## config.mk

```make
export PLATFORM = sky130hd
export DESIGN_NAME = bf16_to_fxp_drain
export DESIGN_NICKNAME = d
export VERILOG_FILES = /design/src/rtl/bf16_to_fxp_drain.sv
export SDC_FILE = /design/constraint.sdc
export NUM_CORES = 1
export LEC_CHECK = 0
export BUFFER_PORTS_ARGS = -buffer_cell sky130_fd_sc_hd__buf_4
export CAP_MARGIN = 20
export CORE_ASPECT_RATIO = 0.9
export CORE_MARGIN = 4
export CORE_UTILIZATION = 55
export DETAILED_ROUTE_END_ITERATION = 10
export PLACE_DENSITY = 0.77
export SETUP_SLACK_MARGIN = 0.1
export SYNTH_ARGS = -nofsm -noshare
export SYNTH_HDL_FRONTEND = slang
export SYNTH_SLANG_ARGS = --single-unit
```

## constraint.sdc

```tcl
create_clock -name clk -period 5.24 [get_ports clk]
set_clock_uncertainty 0.2 [all_clocks]
set_input_delay 0.524 -clock clk [delete_from_list [all_inputs] [get_ports clk]]
set_output_delay 0.524 -clock clk [all_outputs]
set_load 0.05 [all_outputs]
```

## src/rtl/bf16_to_fxp_drain.sv

```systemverilog
// BF16 to signed fixed-point converter (truncate toward zero, saturate) with a
// credit-reserved output FIFO so downstream backpressure never drops a result.
module bf16_to_fxp_drain #(
  parameter int unsigned OUT_W  = 16,
  parameter int unsigned FRAC_W = 8,
  parameter int unsigned DEPTH  = 4
) (
  input  logic                         clk,
  input  logic                         rst_n,
  input  logic                         in_valid,
  output logic                         in_ready,
  input  logic [15:0]                  in_data,
  output logic                         out_valid,
  input  logic                         out_ready,
  output logic [OUT_W-1:0]             out_data,
  output logic [2:0]                   out_flags,
  output logic [$clog2(DEPTH+1)-1:0]   level
);

  localparam int unsigned LVL_W = $clog2(DEPTH + 1);
  localparam int unsigned PTR_W = (DEPTH > 1) ? $clog2(DEPTH) : 1;
  localparam int unsigned ENT_W = OUT_W + 3;
  localparam int unsigned MAG_W = OUT_W + 8;
  localparam int unsigned LSH_W = $clog2(MAG_W);
  localparam logic [MAG_W-1:0] LIM     = MAG_W'(1) << (OUT_W - 1);
  localparam logic [OUT_W-1:0] POS_SAT = {1'b0, {(OUT_W-1){1'b1}}};
  localparam logic [OUT_W-1:0] NEG_SAT = {1'b1, {(OUT_W-1){1'b0}}};

  typedef enum logic [2:0] {
    CLS_ZERO,
    CLS_DENORM,
    CLS_NORMAL,
    CLS_INF,
    CLS_NAN
  } cls_e;

  logic             w_in_fire;
  cls_e             w_in_cls;
  logic             r_s1_valid;
  logic             r_s1_sign;
  logic [7:0]       r_s1_exp;
  logic [6:0]       r_s1_mant;
  cls_e             r_s1_cls;

  logic [7:0]       w_m;
  int               w_sh;
  logic             w_big;
  logic [MAG_W-1:0] w_mag;
  logic [OUT_W-1:0] w_res;
  logic             w_sat;
  logic             w_nan;
  logic             w_unf;

  logic [ENT_W-1:0] r_mem [DEPTH];
  logic [PTR_W-1:0] r_wr_ptr;
  logic [PTR_W-1:0] r_rd_ptr;
  logic [LVL_W-1:0] r_level;
  logic             w_push;
  logic             w_pop;

  function automatic logic [PTR_W-1:0] ptr_inc(input logic [PTR_W-1:0] p);
    return (p == PTR_W'(DEPTH - 1)) ? '0 : p + PTR_W'(1);
  endfunction

  // Credit check counts the word sitting in stage 1 so the FIFO cannot overflow.
  assign in_ready  = rst_n && (({1'b0, r_level} + (LVL_W+1)'(r_s1_valid)) < (LVL_W+1)'(DEPTH));
  assign w_in_fire = in_valid && in_ready;

  always_comb begin
    w_in_cls = CLS_NORMAL;
    if (in_data[14:7] == 8'h00) begin
      w_in_cls = (in_data[6:0] == 7'd0) ? CLS_ZERO : CLS_DENORM;
    end else if (in_data[14:7] == 8'hFF) begin
      w_in_cls = (in_data[6:0] == 7'd0) ? CLS_INF : CLS_NAN;
    end
  end

  always_ff @(posedge clk or negedge rst_n) begin
    if (!rst_n) begin
      r_s1_valid <= 1'b0;
      r_s1_sign  <= 1'b0;
      r_s1_exp   <= '0;
      r_s1_mant  <= '0;
      r_s1_cls   <= CLS_ZERO;
    end else begin
      r_s1_valid <= w_in_fire;
      if (w_in_fire) begin
        r_s1_sign <= in_data[15];
        r_s1_exp  <= in_data[14:7];
        r_s1_mant <= in_data[6:0];
        r_s1_cls  <= w_in_cls;
      end
    end
  end

  // Stage 2: align the significand; shifts past the output range are flagged big.
  always_comb begin
    w_m   = {1'b1, r_s1_mant};
    w_sh  = int'(r_s1_exp) - 134 + int'(FRAC_W);
    w_big = 1'b0;
    w_mag = '0;
    if (w_sh >= int'(OUT_W)) begin
      w_big = 1'b1;
    end else if (w_sh >= 0) begin
      w_mag = MAG_W'(w_m) << LSH_W'(w_sh);
    end else if (w_sh > -8) begin
      w_mag = MAG_W'(w_m >> 3'(-w_sh));
    end

    w_res = '0;
    w_sat = 1'b0;
    w_nan = 1'b0;
    w_unf = 1'b0;
    case (r_s1_cls)
      CLS_DENORM: w_unf = 1'b1;
      CLS_NAN:    w_nan = 1'b1;
      CLS_INF: begin
        w_sat = 1'b1;
        w_res = r_s1_sign ? NEG_SAT : POS_SAT;
      end
      CLS_NORMAL: begin
        if (w_big || (!r_s1_sign && (w_mag >= LIM)) || (r_s1_sign && (w_mag > LIM))) begin
          w_sat = 1'b1;
          w_res = r_s1_sign ? NEG_SAT : POS_SAT;
        end else if (w_mag == '0) begin
          w_unf = 1'b1;
        end else begin
          w_res = r_s1_sign ? (OUT_W'(0) - w_mag[OUT_W-1:0]) : w_mag[OUT_W-1:0];
        end
      end
      default: ;
    endcase
  end

  assign w_push = r_s1_valid;
  assign w_pop  = (r_level != '0) && out_ready;

  always_ff @(posedge clk) begin
    if (w_push) begin
      r_mem[r_wr_ptr] <= {w_unf, w_nan, w_sat, w_res};
    end
  end

  always_ff @(posedge clk or negedge rst_n) begin
    if (!rst_n) begin
      r_wr_ptr <= '0;
      r_rd_ptr <= '0;
      r_level  <= '0;
    end else begin
      if (w_push) r_wr_ptr <= ptr_inc(r_wr_ptr);
      if (w_pop)  r_rd_ptr <= ptr_inc(r_rd_ptr);
      case ({w_push, w_pop})
        2'b10:   r_level <= r_level + LVL_W'(1);
        2'b01:   r_level <= r_level - LVL_W'(1);
        default: r_level <= r_level;
      endcase
    end
  end

  // Head is gated so stale memory never shows while empty or in reset.
  assign out_valid              = (r_level != '0);
  assign level                  = r_level;
  assign {out_flags, out_data}  = out_valid ? r_mem[r_rd_ptr] : '0;

endmodule

```

==> results by group <==
GRT
  • Initial antenna violation count: 0
  • First-pass GRT wire length: 24.7 mm
  • Largest net degree at the start of global routing: 33
  • Gr ovfl total: 0
  • Vias in the first global route: around 4800
  • Total track usage: 23.9%

Timing
  • Max Slew Vio Count: 0
  • Period minus WS final: 4920 ps
  • Final setup fails: 0
  • RSZ-0062 raised after global routing: yes
  • Final period util: a little over nine tenths
  • Fmax: about 200 MHz
  • Setup TNS: 0 ps
  • Final Hold Viols: 0
  • Worst-Margin Slew: ~1100 ps
  • Slew headroom: between 20% and 30%

Yosys
  • Synth async-reset ratio: around a quarter
  • Syn Area/Cell: around 11 um2
  • Post-Syn Area: roughly 6400 um2
  • Synth unique cells: 76
  • Cell count after synthesis: about 580
  • Synth warn: 0
  • #FFs+latches synth: 103
  • Number of flops mapped to enable cells by yosys: 76
  • Register area share after synthesis: between 40% and 50%
  • Syn_nets: just over 600
  • Primary FF master, synth: edfxtp_1

Hold path
  • Hold_sp: in_data[0]
  • Hold depth: 3
  • Hold Path Class: in2reg
  • Hold Crit Endpoint: r_s1_mant[0]

Critical path
  • RR Startpoint: r_s1_exp[1]
  • Max FO, Critical Path: 11
  • Kind of critical path: reg2reg
  • Startpoint types: flip-flop
  • R2r setup slk: 320 ps
  • WP data required: 5160 ps
  • WP data arrival: a little under 5000 ps
  • Setup crit end kind: flip-flop
  • Reg2Reg Depth: 15
  • R2R Path End: r_mem[0][18]

Die
  • Ports: between 40 and 50
  • Die width: around 120 um
  • Std-Cell Rows: 36
  • Die height: around 110 um
  • Initial Util: a little under three fifths
  • Area of the core: around 11000 um2
  • Die area: between 10000 and 15000 um2

Clock network
  • Max clock buf depth: 2
  • TritonCTS Buffers: 9
  • Clk root buf: clkbuf_16
  • Clock Pin Slew Worst Setup and Hold Paths: 70 ps
  • Clk sinks: between 100 and 150
  • H-tree lvl count: 3
  • CTS tree: built
  • Clk_lat worst skew: between 300 and 400 ps

Place
  • Gpl congestion: roughly 0.99
  • Dpl hpwl: around 11 mm
  • # port buffers: 43

Run
  • MaxCap Viol Count: 0

Final layout
  • Fraction of layout cells with a size suffix above 1: approximately 20%
  • Post-layout net count: roughly 640
  • Synth-to-layout area growth: 11.3%
  • Antenna Cells: 0

Drt
  • Post-route ant nets: 0
  • Routed vias/inst: ~6.3
  • Routed WL: 15.2 mm
  • DR iter-0 viols: ~410
  • DRC Markers: 0
  • Wirelength per Cell: 19.9 um
  • Pre-antenna DRT Iters: 5
  • DR vias: 4845

Outcome
  • Status: complete, no violations
[per-layer routing]
layer | part of all wire, % | wire length, um | global-route usage [%]
met1 | 46 | 6940 | 33.4
met2 | 48 | 7350 | 39.9
met3 | 4.8 | 734 | 3.83
met4 | 1.2 | 180 | 5.60
met5 | 0 | 0 | 0
[Yosys cell counts (7+ instances only)]
library cell | count | area, um2
edfxtp_1 | 76 | 2280
nand2_1 | 76 | 285
o21ai_0 | 33 | 165
nor2_1 | 29 | 109
dfrtp_1 | 27 | 676
and2_1 | 25 | 156
mux4_2 | 22 | 495
clkbuf_1 | 21 | 78.8
inv_1 | 19 | 71.3
a21oi_1 | 17 | 85.1
nor3_1 | 15 | 75.1
ha_1 | 14 | 175
mux2i_1 | 12 | 120
buf_2 | 11 | 55.1
mux2_2 | 11 | 124
a21o_1 | 9 | 67.6
xnor2_1 | 9 | 78.8
xor2_1 | 8 | 70.1
and3_1 | 7 | 43.8
nand3_1 | 7 | 35.0
or3_1 | 7 | 43.8
[cell type report]
| class | instances | area, um2 |
|---|---|---|
| clock inverter | 7 | 70.1 |
| timing repair buffer | 56 | 423 |
| clock buffer | 9 | 225 |
| inverter | 20 | 75.1 |
| multi-input combinational | 418 | 3140 |
| tap | 152 | 190 |
| sequential | 103 | 2960 |
| fill | 925 | 4000 |
[state kept, by name, indices dropped and copies added (netlist names)]
signal / cells
r_s1_cls: 3
r_rd_ptr: 2
r_mem: 76
r_s1_sign: 1
r_s1_valid: 1
r_wr_ptr: 2
r_s1_mant: 7
r_s1_exp: 8
level: 3
[kinds of logic (layout without fill, tap and decap cells)]
kind of cell	count (synthesis)	after routing	synth area share [%]
xor gates and xnor gates	17	17	2.34
buffers and inverters	60	92	4.17
adders and majority gates	15	15	3.07
DFF	103	103	46.5
and+or+nand+nor	201	201	16.4
muxes	45	45	11.6
AOI/OAI and AO/OA	140	140	15.9
[through the flow]
stage / util (%) / worst slack [ps] / hold WS (ps) / instances / cell area (um2)
after floorplan: - / 194 / 28.4 / 581 / 6360
after global placement: 61.1 / 494 / 262 / 747 / 6770
after detailed placement: 61.1 / 278 / 273 / 747 / 6770
after CTS: 63.8 / 221 / 161 / 764 / 7070
after global routing: 63.9 / 86.1 / 181 / 765 / 7090
final: 63.9 / 318 / 169 / 765 / 7090
[how the worst max path moves through the flow]
stage	endpoint	start	cells after the start	slack, ps
final	r_mem[0][18]	r_s1_exp[1]	15	320
after global routing	r_mem[3][18]	r_s1_exp[1]	15	90
after CTS	r_mem[0][1]	r_s1_exp[1]	15	220
after detailed placement	r_mem[3][1]	r_s1_exp[1]	16	280
after global placement	r_mem[2][14]	r_s1_exp[1]	13	490
after floorplan	r_mem[0][15]	r_s1_exp[2]	20	190
[worst max-delay path: stages (launching register included)]
cell and delay [ps]:
dfrtp_1 510, and2_1 210, nor2_1 120, xor2_1 230, ha_1 280, a21boi_2 260
a41o_1 210, or4_1 140, or2_2 130, o22a_1 180, ha_1 200, o221ai_2 140
or3_1 530, o31ai_1 790, nand4b_1 170, a21oi_1 360
[repair_timing]
item                       in CTS  in global routing
hold endpoints to repair       27                  0
hold buffers                    1                  0
gates resized for setup         0                  2
buffers inserted                0                  1
setup endpoints to repair       0                 51
[cell usage in the layout, fill, tap and decap left out, drive strengths merged, types with 11 or more instances in the layout]
cell	netlist	final
nor3	15	15
and2	25	25
dfrtp	27	27
edfxtp	76	76
o21ai	37	37
mux2	11	11
mux2i	12	12
inv	20	22
buf	19	55
mux4	22	22
ha	14	14
nor2	30	30
nand2	76	76
a21oi	17	17
Power is not shown: default switching activity piles up to over one toggle a cycle in this logic, so the estimate is an artifact.
